==> config.mk <==
export PLATFORM = sky130hd
export DESIGN_NAME = pg_prefix_resolver
export DESIGN_NICKNAME = d
export VERILOG_FILES = /design/src/rtl/pg_prefix_resolver.sv
export SDC_FILE = /design/constraint.sdc
export NUM_CORES = 1
export LEC_CHECK = 0
export CELL_PAD_IN_SITES_DETAIL_PLACEMENT = 0
export CELL_PAD_IN_SITES_GLOBAL_PLACEMENT = 1
export CORE_AREA = 4 4 88 57
export CTS_BUF_LIST = sky130_fd_sc_hd__clkbuf_4 sky130_fd_sc_hd__clkbuf_8
export CTS_CLUSTER_SIZE = 24
export DETAILED_ROUTE_END_ITERATION = 8
export DIE_AREA = 0 0 92 61
export HOLD_SLACK_MARGIN = 0.06
export PLACE_DENSITY_LB_ADDON = 0.1
export SLEW_MARGIN = 20
export SYNTH_ARGS = -nofsm -noshare
export SYNTH_HDL_FRONTEND = slang
export SYNTH_SLANG_ARGS = --single-unit
==> constraint.sdc <==
create_clock -name clk -period 3.15 [get_ports clk]
set_clock_uncertainty 0.15 [all_clocks]
set_input_delay 0.63 -clock clk [delete_from_list [all_inputs] [get_ports clk]]
set_output_delay 0.63 -clock clk [all_outputs]
set_load 0.05 [all_outputs]
==> src/rtl/pg_prefix_resolver.sv <==
// pg_prefix_resolver
//   Multi-cycle carry back end for a row of pg cells. It captures per-bit
//   generate/propagate vectors and a carry-in, then resolves every carry with
//   an iterative Kogge-Stone prefix at one level per clock. It returns the sum
//   and the carry-out through a valid/ready handshake.
//
// Ports
//   clk        rising-edge clock
//   rst_n      asynchronous active-low reset
//   in_valid   g_in/p_in/c_in are valid
//   in_ready   block can accept a vector (idle)
//   g_in       per-bit generate (x & y)
//   p_in       per-bit propagate (x ^ y)
//   c_in       carry into bit 0
//   out_valid  sum/c_out are valid
//   out_ready  downstream accepts the result
//   sum        p_in ^ {carries, c_in}
//   c_out      carry out of bit WIDTH-1
//   busy       a vector is being combined or is waiting to be taken
module pg_prefix_resolver #(
    parameter int unsigned WIDTH = 8
) (
    input  logic             clk,
    input  logic             rst_n,
    input  logic             in_valid,
    output logic             in_ready,
    input  logic [WIDTH-1:0] g_in,
    input  logic [WIDTH-1:0] p_in,
    input  logic             c_in,
    output logic             out_valid,
    input  logic             out_ready,
    output logic [WIDTH-1:0] sum,
    output logic             c_out,
    output logic             busy
);

    localparam int unsigned LEVELS = $clog2(WIDTH);
    localparam int unsigned LVL_W  = $clog2(LEVELS + 1);

    localparam logic [1:0] StIdle    = 2'd0;
    localparam logic [1:0] StCombine = 2'd1;
    localparam logic [1:0] StDone    = 2'd2;

    logic [1:0]       state_q, state_d;
    logic [LVL_W-1:0] lvl_q, lvl_d;
    logic [WIDTH-1:0] g_q, g_d;
    logic [WIDTH-1:0] p_q, p_d;
    logic [WIDTH-1:0] praw_q, praw_d;
    logic             cin_q, cin_d;

    logic [WIDTH-1:0] g_lvl, p_lvl;
    logic             last_lvl;

    // One prefix level with span d = 1 << lvl. Shifting in zeros leaves G
    // untouched for i < d; P needs those low bits forced high to stay unchanged.
    always_comb begin
        int unsigned shamt;
        logic [WIDTH-1:0] low_mask;
        shamt    = 32'd1 << lvl_q;
        low_mask = ~({WIDTH{1'b1}} << shamt);
        g_lvl    = g_q | (p_q & (g_q << shamt));
        p_lvl    = p_q & ((p_q << shamt) | low_mask);
    end

    assign last_lvl = (lvl_q == LVL_W'(LEVELS - 1));

    always_comb begin
        state_d = state_q;
        lvl_d   = lvl_q;
        g_d     = g_q;
        p_d     = p_q;
        praw_d  = praw_q;
        cin_d   = cin_q;
        case (state_q)
            StIdle: begin
                if (in_valid) begin
                    // Fold the carry-in into bit 0 so the prefix sees it as a generate.
                    g_d     = {g_in[WIDTH-1:1], g_in[0] | (p_in[0] & c_in)};
                    p_d     = p_in;
                    praw_d  = p_in;
                    cin_d   = c_in;
                    lvl_d   = '0;
                    state_d = StCombine;
                end
            end
            StCombine: begin
                g_d   = g_lvl;
                p_d   = p_lvl;
                lvl_d = lvl_q + LVL_W'(1);
                if (last_lvl) begin
                    state_d = StDone;
                end
            end
            StDone: begin
                if (out_ready) begin
                    state_d = StIdle;
                end
            end
            default: state_d = StIdle;
        endcase
    end

    always_ff @(posedge clk or negedge rst_n) begin
        if (!rst_n) begin
            state_q <= StIdle;
            lvl_q   <= '0;
            g_q     <= '0;
            p_q     <= '0;
            praw_q  <= '0;
            cin_q   <= 1'b0;
        end else begin
            state_q <= state_d;
            lvl_q   <= lvl_d;
            g_q     <= g_d;
            p_q     <= p_d;
            praw_q  <= praw_d;
            cin_q   <= cin_d;
        end
    end

    assign in_ready  = (state_q == StIdle);
    assign out_valid = (state_q == StDone);
    assign busy      = (state_q != StIdle);

    // After all levels g_q[i] is the carry out of bit i.
    assign sum   = praw_q ^ {g_q[WIDTH-2:0], cin_q};
    assign c_out = g_q[WIDTH-1];

endmodule

==> results of run 1 <==
==> layer usage <==
metal / share of wire, % / up-vias / GRT usage [%]
li1: - / 754 / -
met5: 0 / - / 0
met3: 7.5 / 5 / 4.58
met2: 42 / 44 / 28.2
met1: 50 / 714 / 26.7
met4: 1.0 / 0 / 6.34
==> cell type report <==
class | instances | area, um2
Fill cell | 382 | 1840
Clock buffer | 5 | 68.8
Clock inverter | 3 | 17.5
Multi-Input combinational cell | 150 | 986
Timing Repair Buffer | 38 | 365
Tap cell | 60 | 75.1
Inverter | 6 | 22.5
Sequential cell | 29 | 726
==> placed cells by master (no fill, tap or decap), types with 2 or more instances in the layout <==
cell type	Yosys	final
a31oi_1	4	4
nor3_1	3	3
xor2_1	8	8
ha_1	7	7
a22o_1	2	2
o211ai_1	4	4
nor3b_1	5	4
buf_4	0	6
mux2i_1	17	17
nand2b_1	3	3
a21oi_1	8	8
clkbuf_8	0	5
dfrtp_1	29	29
clkdlybuf4s50_1	0	32
nor2b_1	3	3
nor2_1	13	13
clkinv_2	0	2
o21ai_0	2	2
inv_1	6	6
a22oi_1	2	2
nand2_1	43	43
o21ai_1	9	9
o22ai_1	3	3
==> metrics by stage <==
stage                     instance area [um2]  hold slack, ps
after floorplan                          1790             184
after global placement                   2170             329
after global routing                     2260             378
after detailed placement                 2170             332
final                                    2260             344
after CTS                                2260             350
==> worst max-delay path by stage <==
stage	start	to	slack, ps	depth (start not counted)
finish	g_q[5]$_DFFE_PN0P_	sum[6]	580	2
global route	g_q[5]$_DFFE_PN0P_	sum[6]	490	2
CTS	g_q[5]$_DFFE_PN0P_	sum[6]	560	2
detailed placement	in_valid	g_q[4]$_DFFE_PN0P_	790	5
global placement	in_valid	g_q[4]$_DFFE_PN0P_	820	5
floorplan	state_q[1]$_DFFE_PN0P_	busy	770	2
==> cell families after synthesis <==
logic type | after synthesis
compound gates | 43
xor+xnor | 8
fa+ha+maj | 7
buf+inv | 16
flops | 29
mux | 20
simple gates | 72
==> registers in the layout (all words and copies together) (netlist names) <==
name and cells:
state_q 2, praw_q 8, cin_q 1, p_q 8
lvl_q 2, g_q 8
==> worst min-delay path, stage by stage, from the launching register on <==
cell,delay [ps]
dfrtp_1,360
nand2_1,50
nand2_1,50
==> flow_summary.toml, run 1 <==
[clock_network]
worstSkewPairLatency_ps = 290
cts_buffers = 5
cts_hold_buf = 0
clk_pin_slew_ps = 70
cts_sinks = 29
cts_setup_buffers = 0
cts_buffer_depth = 2
ctsResizeCount = 0
htree_levels = 2
cts-root-buf = "clkbuf_8"
cts_tree = "yes"

[sta]
rsz0062_at_grt = "false"
period_minus_slack_ps = 2570
fin_setup_tns_ps = 0
relSlewSlack_pct = 55.9
final-hold-violation-count = 0
worst_pin_slew_ps = 661
max_freq_ghz = 0.389
setup_viol = 0
worst_slack_ps = 581
timing.final.crit_share_pct = 81.6
slew_viol_final = 0

[floorplan]
die_area_um2 = 5610
die_w_um = 92
ios = 33
rows = 18
start_util_pct = 43.7
die-height_um = 61
core_area_um2 = 4100

[worst_setup_path]
worst-path-max-fanout = 6
startpoint_type = "flop"
crit_type = "reg -> out"
reg2reg_to = "g_q[5]$_DFFE_PN0P_"
ff2ff_path_depth = 7
arrival_ps = 1790
worstReg2RegStart = "lvl_q[0]$_DFFE_PN0P_"
critical_path_required_ps = 2370
slowest_delay_ps = 830
critPathTopFamily = "buffers and inverters"
r2r_slack_ps = 900
critPathSlowestCell = "clkdlybuf4s50_1"
worst-path-buf-inv = 1
worstSetupEndpointType = "output pin"
cp_cell_sequence = "xor2_1, clkdlybuf4s50_1"

[synthesis]
post-synth-top-count-cell = "nand2_1"
synth_top_area_share_pct = 40.6
synth_flop_cell = "dfrtp_1"
yosysTopAreaCell = "dfrtp_1"
muxShareOfSynthArea_pct = 12.0
ys_warn_count = 0
synth-simple-area-share_pct = 17.6
syn-cell-area_um2 = 1790
synthXorXnorAreaFrac_pct = 3.92
synth_fa_ha_area_share_pct = 4.90
async_flop_share_pct = 100
synth_area_leaders = "dfrtp_1, mux2i_1, nand2_1"
synth_compound_area_share_pct = 16.4
yosys-top-cells-count = "nand2_1, dfrtp_1, mux2i_1, nor2_1, o21ai_1"
synth.avg_cell_area_um2 = 9.18
synth_edf_count = 0
synth_top_family_by_area = "simple AND/OR/NAND/NOR gates"
synth-seq-area-share_pct = 40.6
synth.net_count = 223
syn_inst = 195
ys_ff_latch = 29
synth_cell_types = 36

[layout]
post-route-util_pct = 55.2
nets = 258
fin_cells = 291
drive_gt1_share_pct = 8.23
n_antenna_cell = 0
syn_to_final_growth_pct = 26.4

[routing]
wirelength_um = 4820
antenna_left = 0
wl_per_cell_um = 16.6
drc = 0
viasPerCell = 5.21
vias = 1517
drt_first_iter_violations = 92
dr.pass1.iters = 4

[run_status]
status = "finished, final reports clean"

[placement]
dpl.hpwl_um = 3570
place_ws_ps = 786
place_congestion = 0.941
port_buffers = 32
numPlacedInstances = 283

[hold_path]
min_to = "praw_q[4]$_DFFE_PN0P_"
hold_depth = 2
min_from = "praw_q[4]$_DFFE_PN0P_"
hold_class = "reg -> reg"

[flow_run]
maxCapViolations = 0

[global_route]
grt_pass1_vias = 1513
grt_overflow = 0
grt_usage_pct = 18.7
grt_max_degree = 30
grt_pass1_wl_um = 7810
grt_antenna_before_repair = 0
Power of run 1 is left out: the tool's default activity adds up to more than one toggle a clock period on the data nets, which glitch-free logic cannot reach.
==> run 2, diff against run 1 <==
- CORE_AREA: 4 4 88 57 -> 4 4 91 59
- DIE_AREA: 0 0 92 61 -> 0 0 95 63
- clock period: 3.15 -> 2.4 ns (I/O delays scaled with it)
==> run 2 against run 1 <==
Against the previous run:
- first-iteration DRC count increased by 130%
- flip-flop and latch count unchanged
- cell count increased by 2.4%
- worst hold slack got worse by 5.5 ps
- non-clock buffer count increased by 5
- utilization decreased by 4.0 points
- global-route usage decreased by 1.0 points
- design area increased by 1.2%
- count of clock-buffer cells in the layout increased by 2
==> flow_summary.toml, run 2 (synthesized netlist as in run 1, its figures left out) <==
[clock_network]
clk_pin_slew_ps = 60
cts_sinks = 29
cts_setup_buffers = 0
ctsResizeCount = 0
cts_hold_buf = 0
cts_buffers = 5
cts-root-buf = "clkbuf_8"
cts_tree = "yes"
htree_levels = 2
worstSkewPairLatency_ps = 280
cts_buffer_depth = 2

[global_route]
grt_pass1_vias = 1539
grt_util_met3_pct = 4.93
grt_pass1_wl_um = 8100
grt_usage_pct = 17.7
top_usage_layer = "met1"
grt_antenna_before_repair = 0
grt_max_degree = 30
grt_overflow = 0
use_met1_pct = 27.2
grtUsageMet2_pct = 23.4

[layout]
n_antenna_cell = 0
layout_common_cells = "nand2_1, dfrtp_1, clkdlybuf4s50_1"
syn_to_final_growth_pct = 27.9
postLayoutCellArea_um2 = 2290
nets = 263
seqCellArea_um2 = 726
drive_gt1_share_pct = 13.2
fillCellCount = 448
mostFrequentLayoutCell = "nand2_1"
multi_input_area_um2 = 986
fin_cells = 298
top_regs = "g_q x8, p_q x8, praw_q x8"

[sta]
final-hold-violation-count = 0
timing.final.crit_share_pct = 96.2
relSlewSlack_pct = 55.9
worst_pin_slew_ps = 660
rsz0062_at_grt = "false"
period_minus_slack_ps = 2310
max_freq_ghz = 0.433
setup_viol = 0
slew_viol_final = 0
fin_setup_tns_ps = 0

[floorplan]
ios = 33
die-height_um = 63
rows = 19
core_area_um2 = 4470
die_area_um2 = 5990
die_w_um = 95
start_util_pct = 40.0

[worst_setup_path]
worst-path-buf-inv = 1
critPathTopFamily = "buffers and inverters"
critPathSlowestCell = "clkdlybuf4s50_1"
worst-path-max-fanout = 4
crit_type = "reg -> out"
startpoint_type = "flop"
slowest_delay_ps = 810
worstSetupEndpointType = "output pin"
cp_cell_sequence = "xor2_1, clkdlybuf4s50_1"
critical_path_required_ps = 1770
arrival_ps = 1680

[routing]
viasPerCell = 5.31
wirelength_um = 5000
drt_first_iter_violations = 212
drc = 0
dr.pass1.iters = 4
vias = 1583
wl_per_cell_um = 16.8
antenna_left = 0

[placement]
port_buffers = 32
dpl.hpwl_um = 3710
numPlacedInstances = 291
placed_area_um2 = 2200
place_congestion = 0.926

[hold_path]
hold_class = "reg -> reg"

[flow_run]
maxCapViolations = 0

[run_status]
status = "finished, final reports clean"
-- run 2: cell type report --
cell class	count	area share [%]
tap	63	3.44
inverter	6	0.984
timing repair buffer	43	16.8
sequential	29	31.7
multi-input combinational	150	43.1
clock buffer	7	3.94
-- run 2: path summary, 6_finish.rpt --
check	startpoint	end	slack [ps]	cells past startpoint
setup / recovery	g_q[3]$_DFFE_PN0P_	sum[4]	90	2
hold / removal	praw_q[4]$_DFFE_PN0P_	praw_q[4]$_DFFE_PN0P_	340	2
setup reg to reg	lvl_q[1]$_DFFE_PN0P_	p_q[4]$_DFFE_PN0P_	240	7
hold reg to reg	praw_q[4]$_DFFE_PN0P_	praw_q[4]$_DFFE_PN0P_	340	2
max in group asynchronous	rst_n	praw_q[1]$_DFFE_PN0P_	1370	2
min in group asynchronous	rst_n	state_q[0]$_DFFE_PN0P_	430	2
-- run 2: per-layer routing --
metal,part of all wire [%],vias to the layer above,wire [um]
li1,-,762,-
met1,48,739,2400
met5,0,-,0
met3,8.0,12,402
met2,42,70,2110
met4,1.7,0,83
-- run 2: worst register-to-register path, cell delays in order, from the launching register on --
cell and delay (ps):
dfrtp_1 420, inv_1 160, ha_1 290, buf_4 180, mux2i_1 270, mux2_2 200
a21oi_1 70, a221o_1 290
-- run 2: through the flow --
stage / hold slack, ps / setup WS [ps] / utilization (%)
5_1_grt: 383 / 26.3 / 51.2
6_report: 339 / 91.1 / 51.2
3_3_place_gp: 328 / 325 / 49.1
3_5_place_dp: 334 / 295 / 49.1
2_1_floorplan: 34.4 / 175 / -
4_1_cts: 346 / 74.1 / 51.1
Power of run 2 is left out for the same reason.
